## config.mk

```make
export PLATFORM = sky130hd
export DESIGN_NAME = write_data
export DESIGN_NICKNAME = d
export VERILOG_FILES = /design/src/rtl/write_data_pkg.sv /design/src/rtl/write_data_bmp_header_rom.sv /design/src/rtl/write_data.sv
export SDC_FILE = /design/constraint.sdc
export NUM_CORES = 1
export LEC_CHECK = 0
export BUFFER_PORTS_ARGS = -buffer_cell sky130_fd_sc_hd__buf_4
export CAP_MARGIN = 20
export CORE_ASPECT_RATIO = 1.75
export CORE_MARGIN = 1.5
export CORE_UTILIZATION = 58
export DETAILED_ROUTE_END_ITERATION = 7
export PLACE_DENSITY = 0.87
export SLEW_MARGIN = 10
export SYNTH_ARGS = -nofsm -noshare
export SYNTH_HDL_FRONTEND = slang
export SYNTH_SLANG_ARGS = --single-unit
```

## constraint.sdc

```tcl
create_clock -name clk -period 6.78 [get_ports clk]
set_input_delay 0 -clock clk [delete_from_list [all_inputs] [get_ports clk]]
set_output_delay 0 -clock clk [all_outputs]
set_load 0.02 [all_outputs]
```

## src/rtl/write_data_pkg.sv

```systemverilog
// Shared definitions for the BMP pixel-stream sink: state encodings, BMP constants, pixel pair packing.
// WRITE_HEADER_EN selects whether the 54-byte BMP header precedes the pixel data.
package write_data_pkg;

    localparam int unsigned BMP_HDR_BYTES   = 54;
    localparam int unsigned BYTES_PER_PIXEL = 3;
    localparam int unsigned WORD_BYTES      = 6;
    localparam int unsigned HDR_WORDS       = BMP_HDR_BYTES / WORD_BYTES;
    localparam int unsigned DATA_W          = 48;

`ifdef WRITE_HEADER_EN
    localparam int unsigned HDR_OFFSET = BMP_HDR_BYTES;
`else
    localparam int unsigned HDR_OFFSET = 0;
`endif

    typedef enum logic [2:0] {
        ST_IDLE   = 3'd0,
        ST_HEADER = 3'd1,
        ST_ARMED  = 3'd2,
        ST_DATA   = 3'd3,
        ST_DONE   = 3'd4
    } state_e;

    typedef struct packed {
        logic [7:0] r;
        logic [7:0] g;
        logic [7:0] b;
    } rgb_t;

    // BMP stores each pixel as B,G,R; even pixel occupies the lower address
    function automatic logic [DATA_W-1:0] pack_pair(input rgb_t even, input rgb_t odd);
        return {odd.r, odd.g, odd.b, even.r, even.g, even.b};
    endfunction

endpackage

```

## src/rtl/write_data_bmp_header_rom.sv

```systemverilog
// BMP header as nine 48-bit little-endian words, selected combinationally by word index.
// Present only when WRITE_HEADER_EN is defined.
`ifdef WRITE_HEADER_EN
module bmp_header_rom
    import write_data_pkg::*;
#(
    parameter int unsigned IMAGE_WIDTH  = 768,
    parameter int unsigned IMAGE_HEIGHT = 512
) (
    input  logic [3:0]        idx,
    output logic [DATA_W-1:0] word_c
);

    localparam int unsigned IMG_BYTES  = IMAGE_WIDTH * IMAGE_HEIGHT * BYTES_PER_PIXEL;
    localparam int unsigned FILE_BYTES = BMP_HDR_BYTES + IMG_BYTES;

    // Fields listed from the highest byte offset down so byte 0 lands in bits [7:0]
    localparam logic [HDR_WORDS*DATA_W-1:0] HDR_IMAGE = {
        32'd0,                  // important colours
        32'd0,                  // palette colours
        32'd0,                  // y pixels per metre
        32'd0,                  // x pixels per metre
        32'(IMG_BYTES),
        32'd0,                  // compression
        16'd24,                 // bits per pixel
        16'd1,                  // planes
        32'(IMAGE_HEIGHT),
        32'(IMAGE_WIDTH),
        32'd40,                 // DIB header size
        32'(BMP_HDR_BYTES),     // pixel data offset
        32'd0,                  // reserved
        32'(FILE_BYTES),
        8'h4D,
        8'h42
    };

    always_comb begin
        word_c = '0;
        for (int unsigned k = 0; k < HDR_WORDS; k++) begin
            if (idx == 4'(k)) word_c = HDR_IMAGE[k*DATA_W +: DATA_W];
        end
    end

endmodule
`endif

```

## src/rtl/write_data.sv

```systemverilog
// Pixel-pair sink: converts even/odd RGB pairs to bottom-up 24-bit BMP order and issues 48-bit writes.
// WRITE_HEADER_EN adds a HEADER state that writes the 54-byte BMP header before the pixels.
module write_data
    import write_data_pkg::*;
#(
    parameter int unsigned IMAGE_WIDTH  = 768,
    parameter int unsigned IMAGE_HEIGHT = 512,
    parameter int unsigned ADDR_WIDTH   = 21
) (
    input  logic                  clk,
    input  logic                  reset,
    input  logic                  vertical_Pulse,
    input  logic                  horizontal_Pulse,
    input  logic [7:0]            data_R_Even,
    input  logic [7:0]            data_G_Even,
    input  logic [7:0]            data_B_Even,
    input  logic [7:0]            data_R_Odd,
    input  logic [7:0]            data_G_Odd,
    input  logic [7:0]            data_B_Odd,
    output logic                  wr_En,
    output logic [ADDR_WIDTH-1:0] wr_Addr,
    output logic [DATA_W-1:0]     wr_Data,
    output logic                  done_Flag,
    output logic                  frame_Error
);

    localparam int unsigned COL_W = (IMAGE_WIDTH  > 1) ? $clog2(IMAGE_WIDTH)  : 1;
    localparam int unsigned ROW_W = (IMAGE_HEIGHT > 1) ? $clog2(IMAGE_HEIGHT) : 1;

    state_e                state_q, state_d;
    logic [ROW_W-1:0]      row_q, row_d;
    logic [COL_W-1:0]      col_q, col_d;
    logic                  wr_en_q, wr_en_d;
    logic [ADDR_WIDTH-1:0] wr_addr_q, wr_addr_d;
    logic [DATA_W-1:0]     wr_data_q, wr_data_d;
    logic                  done_q, done_d;
    logic                  err_q, err_d;

    rgb_t                  even_c, odd_c;
    logic                  last_col_c, last_row_c;
    logic [ADDR_WIDTH-1:0] pix_addr_c;

`ifdef WRITE_HEADER_EN
    logic [3:0]            hdr_idx_q, hdr_idx_d;
    logic [DATA_W-1:0]     hdr_word_c;

    bmp_header_rom #(
        .IMAGE_WIDTH  (IMAGE_WIDTH),
        .IMAGE_HEIGHT (IMAGE_HEIGHT)
    ) u_hdr_rom (
        .idx    (hdr_idx_q),
        .word_c (hdr_word_c)
    );
`endif

    assign even_c     = '{r: data_R_Even, g: data_G_Even, b: data_B_Even};
    assign odd_c      = '{r: data_R_Odd,  g: data_G_Odd,  b: data_B_Odd};
    assign last_col_c = (col_q == COL_W'(IMAGE_WIDTH - 2));
    assign last_row_c = (row_q == ROW_W'(IMAGE_HEIGHT - 1));

    // Row 0 of the stream is the top image row, which BMP stores last
    assign pix_addr_c = ADDR_WIDTH'(HDR_OFFSET)
                      + ((ADDR_WIDTH'(IMAGE_HEIGHT - 1) - ADDR_WIDTH'(row_q)) * ADDR_WIDTH'(IMAGE_WIDTH)
                         + ADDR_WIDTH'(col_q)) * ADDR_WIDTH'(BYTES_PER_PIXEL);

    always_comb begin
        state_d   = state_q;
        row_d     = row_q;
        col_d     = col_q;
        wr_en_d   = 1'b0;
        wr_addr_d = wr_addr_q;
        wr_data_d = wr_data_q;
        done_d    = done_q;
        err_d     = err_q;
`ifdef WRITE_HEADER_EN
        hdr_idx_d = hdr_idx_q;
`endif

        case (state_q)
            ST_IDLE: begin
                if (horizontal_Pulse) err_d = 1'b1;
                if (vertical_Pulse) begin
`ifdef WRITE_HEADER_EN
                    state_d   = ST_HEADER;
                    hdr_idx_d = '0;
`else
                    state_d   = ST_ARMED;
`endif
                end
            end
`ifdef WRITE_HEADER_EN
            ST_HEADER: begin
                if (horizontal_Pulse) err_d = 1'b1;
                wr_en_d   = 1'b1;
                wr_addr_d = ADDR_WIDTH'(32'(hdr_idx_q) * WORD_BYTES);
                wr_data_d = hdr_word_c;
                if (hdr_idx_q == 4'(HDR_WORDS - 1)) state_d = ST_ARMED;
                else                                hdr_idx_d = hdr_idx_q + 4'd1;
            end
`endif
            ST_ARMED, ST_DATA: begin
                if (state_q == ST_DATA && vertical_Pulse) err_d = 1'b1;
                if (horizontal_Pulse) begin
                    wr_en_d   = 1'b1;
                    wr_addr_d = pix_addr_c;
                    wr_data_d = pack_pair(even_c, odd_c);
                    state_d   = ST_DATA;
                    if (last_col_c) begin
                        col_d = '0;
                        if (last_row_c) begin
                            state_d = ST_DONE;
                            done_d  = 1'b1;
                        end else begin
                            row_d = row_q + ROW_W'(1);
                        end
                    end else begin
                        col_d = col_q + COL_W'(2);
                    end
                end
            end
            ST_DONE: begin
                done_d = 1'b1;
            end
            default: begin
                state_d = ST_IDLE;
            end
        endcase
    end

    always_ff @(posedge clk) begin
        if (reset) begin
            state_q   <= ST_IDLE;
            row_q     <= '0;
            col_q     <= '0;
            wr_en_q   <= 1'b0;
            wr_addr_q <= '0;
            wr_data_q <= '0;
            done_q    <= 1'b0;
            err_q     <= 1'b0;
`ifdef WRITE_HEADER_EN
            hdr_idx_q <= '0;
`endif
        end else begin
            state_q   <= state_d;
            row_q     <= row_d;
            col_q     <= col_d;
            wr_en_q   <= wr_en_d;
            wr_addr_q <= wr_addr_d;
            wr_data_q <= wr_data_d;
            done_q    <= done_d;
            err_q     <= err_d;
`ifdef WRITE_HEADER_EN
            hdr_idx_q <= hdr_idx_d;
`endif
        end
    end

    assign wr_En       = wr_en_q;
    assign wr_Addr     = wr_addr_q;
    assign wr_Data     = wr_data_q;
    assign done_Flag   = done_q;
    assign frame_Error = err_q;

endmodule
```

==> results of run 1 <==
what timing repair did:
| item | CTS | global route |
|---|---|---|
| hold endpoints to repair | 48 | 0 |
| hold buffers | 48 | 0 |
| setup buffers | 0 | 0 |
layer usage:
layer / up-vias / share of wire / global-route usage
met1: 2469 / 0.34 / 0.3716
met2: 316 / 0.52 / 0.6503
met3: 94 / 0.067 / 0.07280
met5: - / 0 / 0
met4: 0 / 0.068 / 0.2175
li1: 2439 / - / -
flip-flops by register name (all words and copies together), names as in the netlist:
register	flops
wr_Data	48
wr_Addr	20
col_q	9
row_q	9
state_q	3
done_Flag	1
frame_Error	1
wr_En	1
tightest hold or removal path: cells and delay by family:
family                 cells  cell delay (ps)
AO/OA/AOI/OAI              1              110
buffers and inverters      1              100
AND/OR/NAND/NOR            1              130
stage by stage:
step           setup slack, ps  power [mW]  utilization
6_report                  2316       1.257       0.8090
5_1_grt                   1909       1.290       0.8090
4_1_cts                   2366       1.244       0.8090
3_5_place_dp              2599      0.7077       0.7142
3_3_place_gp              2741      0.7044       0.7142
2_1_floorplan             2878      0.6470            -
where the power goes:
part           switching, mW  internal, mW
clock                  0.219         0.307
sequential            0.0136         0.559
combinational         0.0864        0.0722
logic make-up (layout without fill, tap and decap cells):
logic type,Yosys count,in the layout,synth area share
and+or+nand+nor,252,252,0.2296
AOI/OAI and AO/OA,144,144,0.1738
DFF,92,92,0.3681
buffers and inverters,56,207,0.04476
adders and majority gates,40,40,0.1030
xor gates and xnor gates,40,40,0.07002
muxes,5,5,0.01000
other,1,1,0.0007495
cell usage in the layout, fill, tap and decap left out, types with 3 or more instances in the layout:
master	instances
a21o_1	8
a21oi_1	89
a31oi_1	5
and3_1	5
buf_4	124
clkbuf_16	9
dfxtp_1	92
dlygate4sd3_1	48
ha_1	38
inv_1	20
mux2i_1	5
nand2_1	144
nand3_1	19
nand4_1	7
nand4b_1	3
nor2_1	39
nor3_1	7
o211ai_1	5
o21ai_0	12
o21bai_1	3
or3_1	5
xnor2_1	24
xor2_1	16
final cells by class:
| cell class | instances | area (um^2) |
|---|---|---|
| clock buffer | 11 | 252.7 |
| clock inverter | 4 | 55.05 |
| fill | 483 | 1588 |
| inverter | 20 | 75.07 |
| multi-input combinational | 482 | 2945 |
| sequential | 92 | 1842 |
| tap | 115 | 143.9 |
| timing repair buffer | 172 | 1411 |
path summary, 6_finish.rpt:
kind,start,endpoint,slack (ps),cells past startpoint
max,row_q[1],wr_Addr[20],2320,17
max reg2reg,row_q[1],wr_Addr[20],2320,17
min,data_R_Odd[3],wr_Data[43],60,3
min reg2reg,wr_Addr[9],wr_Addr[9],460,2
==> qor.yml, run 1 <==
status: "finished, final reports clean"
firstDrtPassIters: 5
rsz0062_at_grt: "false"
worstSkewPairLatency_ps: 340
layout-drive-gt1-share: 0.1921
critical_path_arrival_ps: 4720
dieHeight_um: 125.9
synth_cell_type_count: 59
worstHoldPathType: "in -> reg"
drtAntennaViolNets: 0
end_kind: "flip-flop"
tns_ps: 0
core_mm2: 0.008313
drc: 0
synthTopCellsByCount: "nand2_1, dfxtp_1, a21oi_1, nor2_1, ha_1"
p_leak_nw: 2.804
avgSynthCellArea_um2: 7.942
fin_hold_ws_ps: 58.18
place.gp.congestion: 0.9158
dp.cells: 833
seq_area_frac_synth: 0.3681
period_needed_ps: 4464
root_buffer: "clkbuf_16"
finalNetCount: 869
cts_buffer_depth: 2
n_antenna_cell: 0
syn_inst: 630
min_period_over_period: 0.6584
syn_nets: 722
clock_sinks: 92
path_delay_family: "compound AO/OA/AOI/OAI gates"
dpl.hpwl_mm: 9.289
area_growth_pct: 34.41
synth_seq_cells: 92
timing.critical_path.buf_inv: 1
dieArea_mm2: 0.009215
numCtsBuffers: 9
slew_violations: 0
synth_area_leaders: "dfxtp_1, nand2_1, ha_1"
rows: 44
post_drt_via_cell_ratio: 5.935
fin_area_mm2: 0.006725
cp_common_cell: "ha_1"
start_kind: "flip-flop"
synth.most_common_cell: "nand2_1"
relSlewSlack: 0.3699
grtUsageTotal: 0.3627
setup_violations: 0
grt_pass1_wl_mm: 26.12
max_freq_ghz: 0.2240
grt_pass1_vias: 5375
powerDensity_mw_per_mm2: 186.9
cts_resized: 0
drv_cap: 0
grt_overflow: 0
drt_wl_total_mm: 16.37
die_w_um: 73.21
fin_skew_ps: 5.876
cp_max_fo: 8
path_clk_slew_ps: 70
tritoncts: "yes"
vdd_ir_drop_max_mv: 0.1219
portBuffers: 122
path_cells: "inv_1 -> ha_1 -> fa_1 -> a21o_1 -> a2111oi_4 -> nor3_2 -> or4_4 -> nor2_1 -> xor2_1 -> ha_1 -> o21ai_0 -> o21bai_1 -> a21oi_1 -> o211ai_1 -> nor3_1 -> nand2_1 -> o221ai_1"
dr.first_iter.drc_count: 582
hold_viol_final: 0
worst_pin_slew_ps: 937.1
ys_warn_count: 0
layout.cells.non_filler: 896
syn_area_mm2: 0.005004
start_util: 0.6019
cpPeakStageDelay_ps: 510
critical_path_required_ps: 7030
crit_path_top_delay_cell: "or4_4"
synth_ff_type: "dfxtp_1"
async_flop_share: 0
antenna_found_initial: 0
synth_edf_count: 0
pin_count: 124
synth_top_cell_by_area: "dfxtp_1"
placed_area_mm2: 0.005937
grt_max_degree: 87
htree_levels: 3
netlist.area_leader.share: 0.3681
vias: 5318
routedWlPerCell_um: 18.27
crit_type: "reg -> reg"
No activity file was read; power rests on OpenSTA's default activity.
==> run 2: changes to the inputs <==
--- a/config.mk
+++ b/config.mk
@@ -9,9 +9,9 @@
 export CAP_MARGIN = 20
 export CORE_ASPECT_RATIO = 1.75
 export CORE_MARGIN = 1.5
-export CORE_UTILIZATION = 58
+export CORE_UTILIZATION = 49
 export DETAILED_ROUTE_END_ITERATION = 7
-export PLACE_DENSITY = 0.87
+export PLACE_DENSITY = 0.78
 export SLEW_MARGIN = 10
 export SYNTH_ARGS = -nofsm -noshare
 export SYNTH_HDL_FRONTEND = slang
==> constraint.sdc (replaced) <==
create_clock -name clk -period 3.61 [get_ports clk]
set_input_delay 0 -clock clk [delete_from_list [all_inputs] [get_ports clk]]
set_output_delay 0 -clock clk [all_outputs]
set_load 0.02 [all_outputs]
==> run 2 against run 1 <==
  * Sequential share of layout area down 1.8 points
  * Flip-flop and latch count unchanged
  * Utilization is 8.1 points lower
  * The run now ends with setup timing left
  * Highest routed layer unchanged
  * Critical endpoint unchanged
  * Combinational power up 82%
  * Hold slack worse by 19 ps
  * Fmax grew 20%
  * Global-route usage shrank 9.4 points
  * Setup slack lost 2400 ps
  * Clock-buffer cell count shrank 2
  * Design area grew 7.2%
  * Total power rose by 83%
==> qor.yml, run 2 (synthesis results as in run 1) <==
ff_latch_area_mm2: 0.001844  # was 0.001842 mm^2
n_antenna_cell: 0  # unchanged
grt_pass1_wl_mm: 22.87  # was 26.12 mm
timing.critical_path.buf_inv: 3  # was 1
finalNetCount: 903  # was 869
antenna_found_initial: 0  # unchanged
fin_hold_ws_ps: 39.51  # was 58.18 ps
post_drt_via_cell_ratio: 5.565  # was 5.935
period_needed_ps: 3716  # was 4464 ps
post-place-ws_ps: -207.9  # was 2599 ps
top_usage_layer: "met2"  # unchanged
path_cells: "inv_2 -> buf_6 -> fa_2 -> a21o_1 -> a21oi_2 -> buf_4 -> xor2_2 -> or4_4 -> nor2_4 -> xor2_4 -> ha_4 -> o21ai_2 -> o21bai_1 -> a21oi_2 -> o211ai_1 -> nor3_1 -> nand2_1 -> o221ai_2"  # was inv_1 -> ha_1 -> fa_1 -> a21o_1 -> a2111oi_4 -> nor3_2 -> or4_4 -> nor2_1 -> xor2_1 -> ha_1 -> o21ai_0 -> o21bai_1 -> a21oi_1 -> o211ai_1 -> nor3_1 -> nand2_1 -> o221ai_1
crit_path_top_delay_cell: "or4_4"  # unchanged
grt_use_met3: 0.05600  # was 0.07280
htree_levels: 3  # unchanged
layout_commonest_cell: "buf_4"  # was nand2_1
grt_pass1_vias: 5115  # was 5375
slew_violations: 0  # unchanged
start_kind: "flip-flop"  # unchanged
path_clk_slew_ps: 70  # about the same
largest_reg_flops: 48  # unchanged
core_mm2: 0.009910  # was 0.008313 mm^2
start_util: 0.5049  # was 0.6019
grt_overflow: 0  # unchanged
pin_count: 124  # unchanged
dieArea_mm2: 0.01085  # was 0.009215 mm^2
tritoncts: "yes"  # unchanged
area_growth_pct: 44.09  # was 34.41%
utilization: 0.7275  # was 0.8090
drv_cap: 0  # unchanged
firstDrtPassIters: 4  # was 5
multiInputGateArea_mm2: 0.003152  # was 0.002945 mm^2
fillers: 686  # was 483
crit_type: "reg -> reg"  # unchanged
end_kind: "flip-flop"  # unchanged
layout.cells.non_filler: 941  # was 896
vdd_ir_drop_max_mv: 0.2842  # was 0.1219 mV
grtUsageMet1: 0.2408  # was 0.3716
rsz0062_at_grt: "true"  # was false
tns_ps: -190.4  # was 0 ps
fin_skew_ps: 6.636  # was 5.876 ps
fin_ws_ps: -105.9  # was 2316 ps
critical_path_required_ps: 3890  # was 7030 ps
status: "complete, but fails checks"  # was finished, final reports clean
p_leak_nw: 2.988  # was 2.804 nW
violations: "setup timing"
max_freq_ghz: 0.2691  # was 0.2240 GHz
critical_path_arrival_ps: 3990  # was 4720 ps
hold_viol_final: 0  # unchanged
min_period_over_period: 1.029  # was 0.6584
cp_max_fo: 3  # was 8
drt_wl_total_mm: 14.78  # was 16.37 mm
dp.cells: 867  # was 833
fin_area_mm2: 0.007209  # was 0.006725 mm^2
portBuffers: 122  # unchanged
worstSkewPairLatency_ps: 350  # was 340 ps
vias: 5237  # was 5318
routedWlPerCell_um: 15.71  # was 18.27 um
die_w_um: 79.39  # was 73.21 um
dr.first_iter.drc_count: 216  # was 582
cts_buffer_depth: 2  # unchanged
clock_sinks: 92  # unchanged
worstHoldPathType: "in -> reg"  # unchanged
setup_violations: 3  # was 0
dpl.hpwl_mm: 9.771  # was 9.289 mm
drtAntennaViolNets: 0  # unchanged
layout.cells.most_common_list: "buf_4, nand2_1, dfxtp_1"  # was nand2_1, buf_4, dfxtp_1
grtUsageTotal: 0.2685  # was 0.3627
layout-drive-gt1-share: 0.2623  # was 0.1921
cpPeakStageDelay_ps: 560  # was 510 ps
grt_max_degree: 87  # unchanged
cp_common_cell: "a21oi_2"  # was ha_1
dieHeight_um: 136.7  # was 125.9 um
path_delay_family: "compound AO/OA/AOI/OAI gates"  # unchanged
numCtsBuffers: 9  # unchanged
use_met2: 0.5266  # was 0.6503
relSlewSlack: 0.3744  # was 0.3699
place.gp.congestion: 0.8991  # was 0.9158
worst_pin_slew_ps: 930.4  # was 937.1 ps
rows: 48  # was 44
placed_area_mm2: 0.006141  # was 0.005937 mm^2
root_buffer: "clkbuf_16"  # unchanged
powerDensity_mw_per_mm2: 319.2  # was 186.9 mW/mm^2
drc: 0  # unchanged
power_mw: 2.301  # was 1.257 mW
==> run 2: cell types whose count changed in the layout (fill, tap and decap cells not counted), moves of 3 or more <==
cell and change:
buf_4 +30, ha_1 -6, xnor2_1 -5, ha_4 +4
xnor2_2 +4, a21oi_1 -3, a21oi_2 +3, buf_6 +3
inv_8 +3, o21ai_0 -3, xor2_1 -3
==> run 2: area by class of cell <==
cell class	count	area share
multi-input combinational	482	0.4372
sequential	92	0.2558
timing repair buffer	206	0.2331
clock buffer	9	0.03124
tap	125	0.02169
clock inverter	7	0.01059
inverter	20	0.01041
==> run 2: layer usage <==
layer | part of all wire | wire [um]
met1 | 0.35 | 5142
met2 | 0.55 | 8080
met3 | 0.050 | 733
met4 | 0.056 | 828
met5 | 0 | 0
==> run 2: repair_timing <==
| action | 4_1_cts | 5_1_grt |
|---|---|---|
| resized for setup | 12 | 24 |
| pin swaps | 27 | 29 |
| cloned | 0 | 0 |
| endpoints found under the setup margin | 5 | 6 |
| hold buffers | 49 | 0 |
| buffers inserted | 5 | 4 |
| hold endpoints to repair | 49 | 0 |
==> run 2: final timing paths <==
path,start,end,slack [ps],cells after the start
setup / recovery,row_q[1],wr_Addr[20],-110,18
hold reg to reg,wr_Addr[10],wr_Addr[10],450,2
hold / removal,horizontal_Pulse,state_q[0],40,3
setup reg to reg,row_q[1],wr_Addr[20],-110,18
==> run 2: worst reg2reg max path: stages (launching register included) <==
cell and delay, ps:
dfxtp_2 340, inv_2 60, buf_6 120, fa_2 390, a21o_1 230, a21oi_2 210, buf_4 150, xor2_2 60
or4_4 560, nor2_4 150, xor2_4 240, ha_4 250, o21ai_2 160, o21bai_1 100, a21oi_2 150, o211ai_1 160
nor3_1 180, nand2_1 90, o221ai_2 60
==> run 2: report_power, final <==
part	internal (mW)	switching (mW)	total (mW)
clock	0.492	0.451	0.943
combinational	0.136	0.152	0.289
sequential	1.05	0.0203	1.07
total	1.68	0.623	2.30
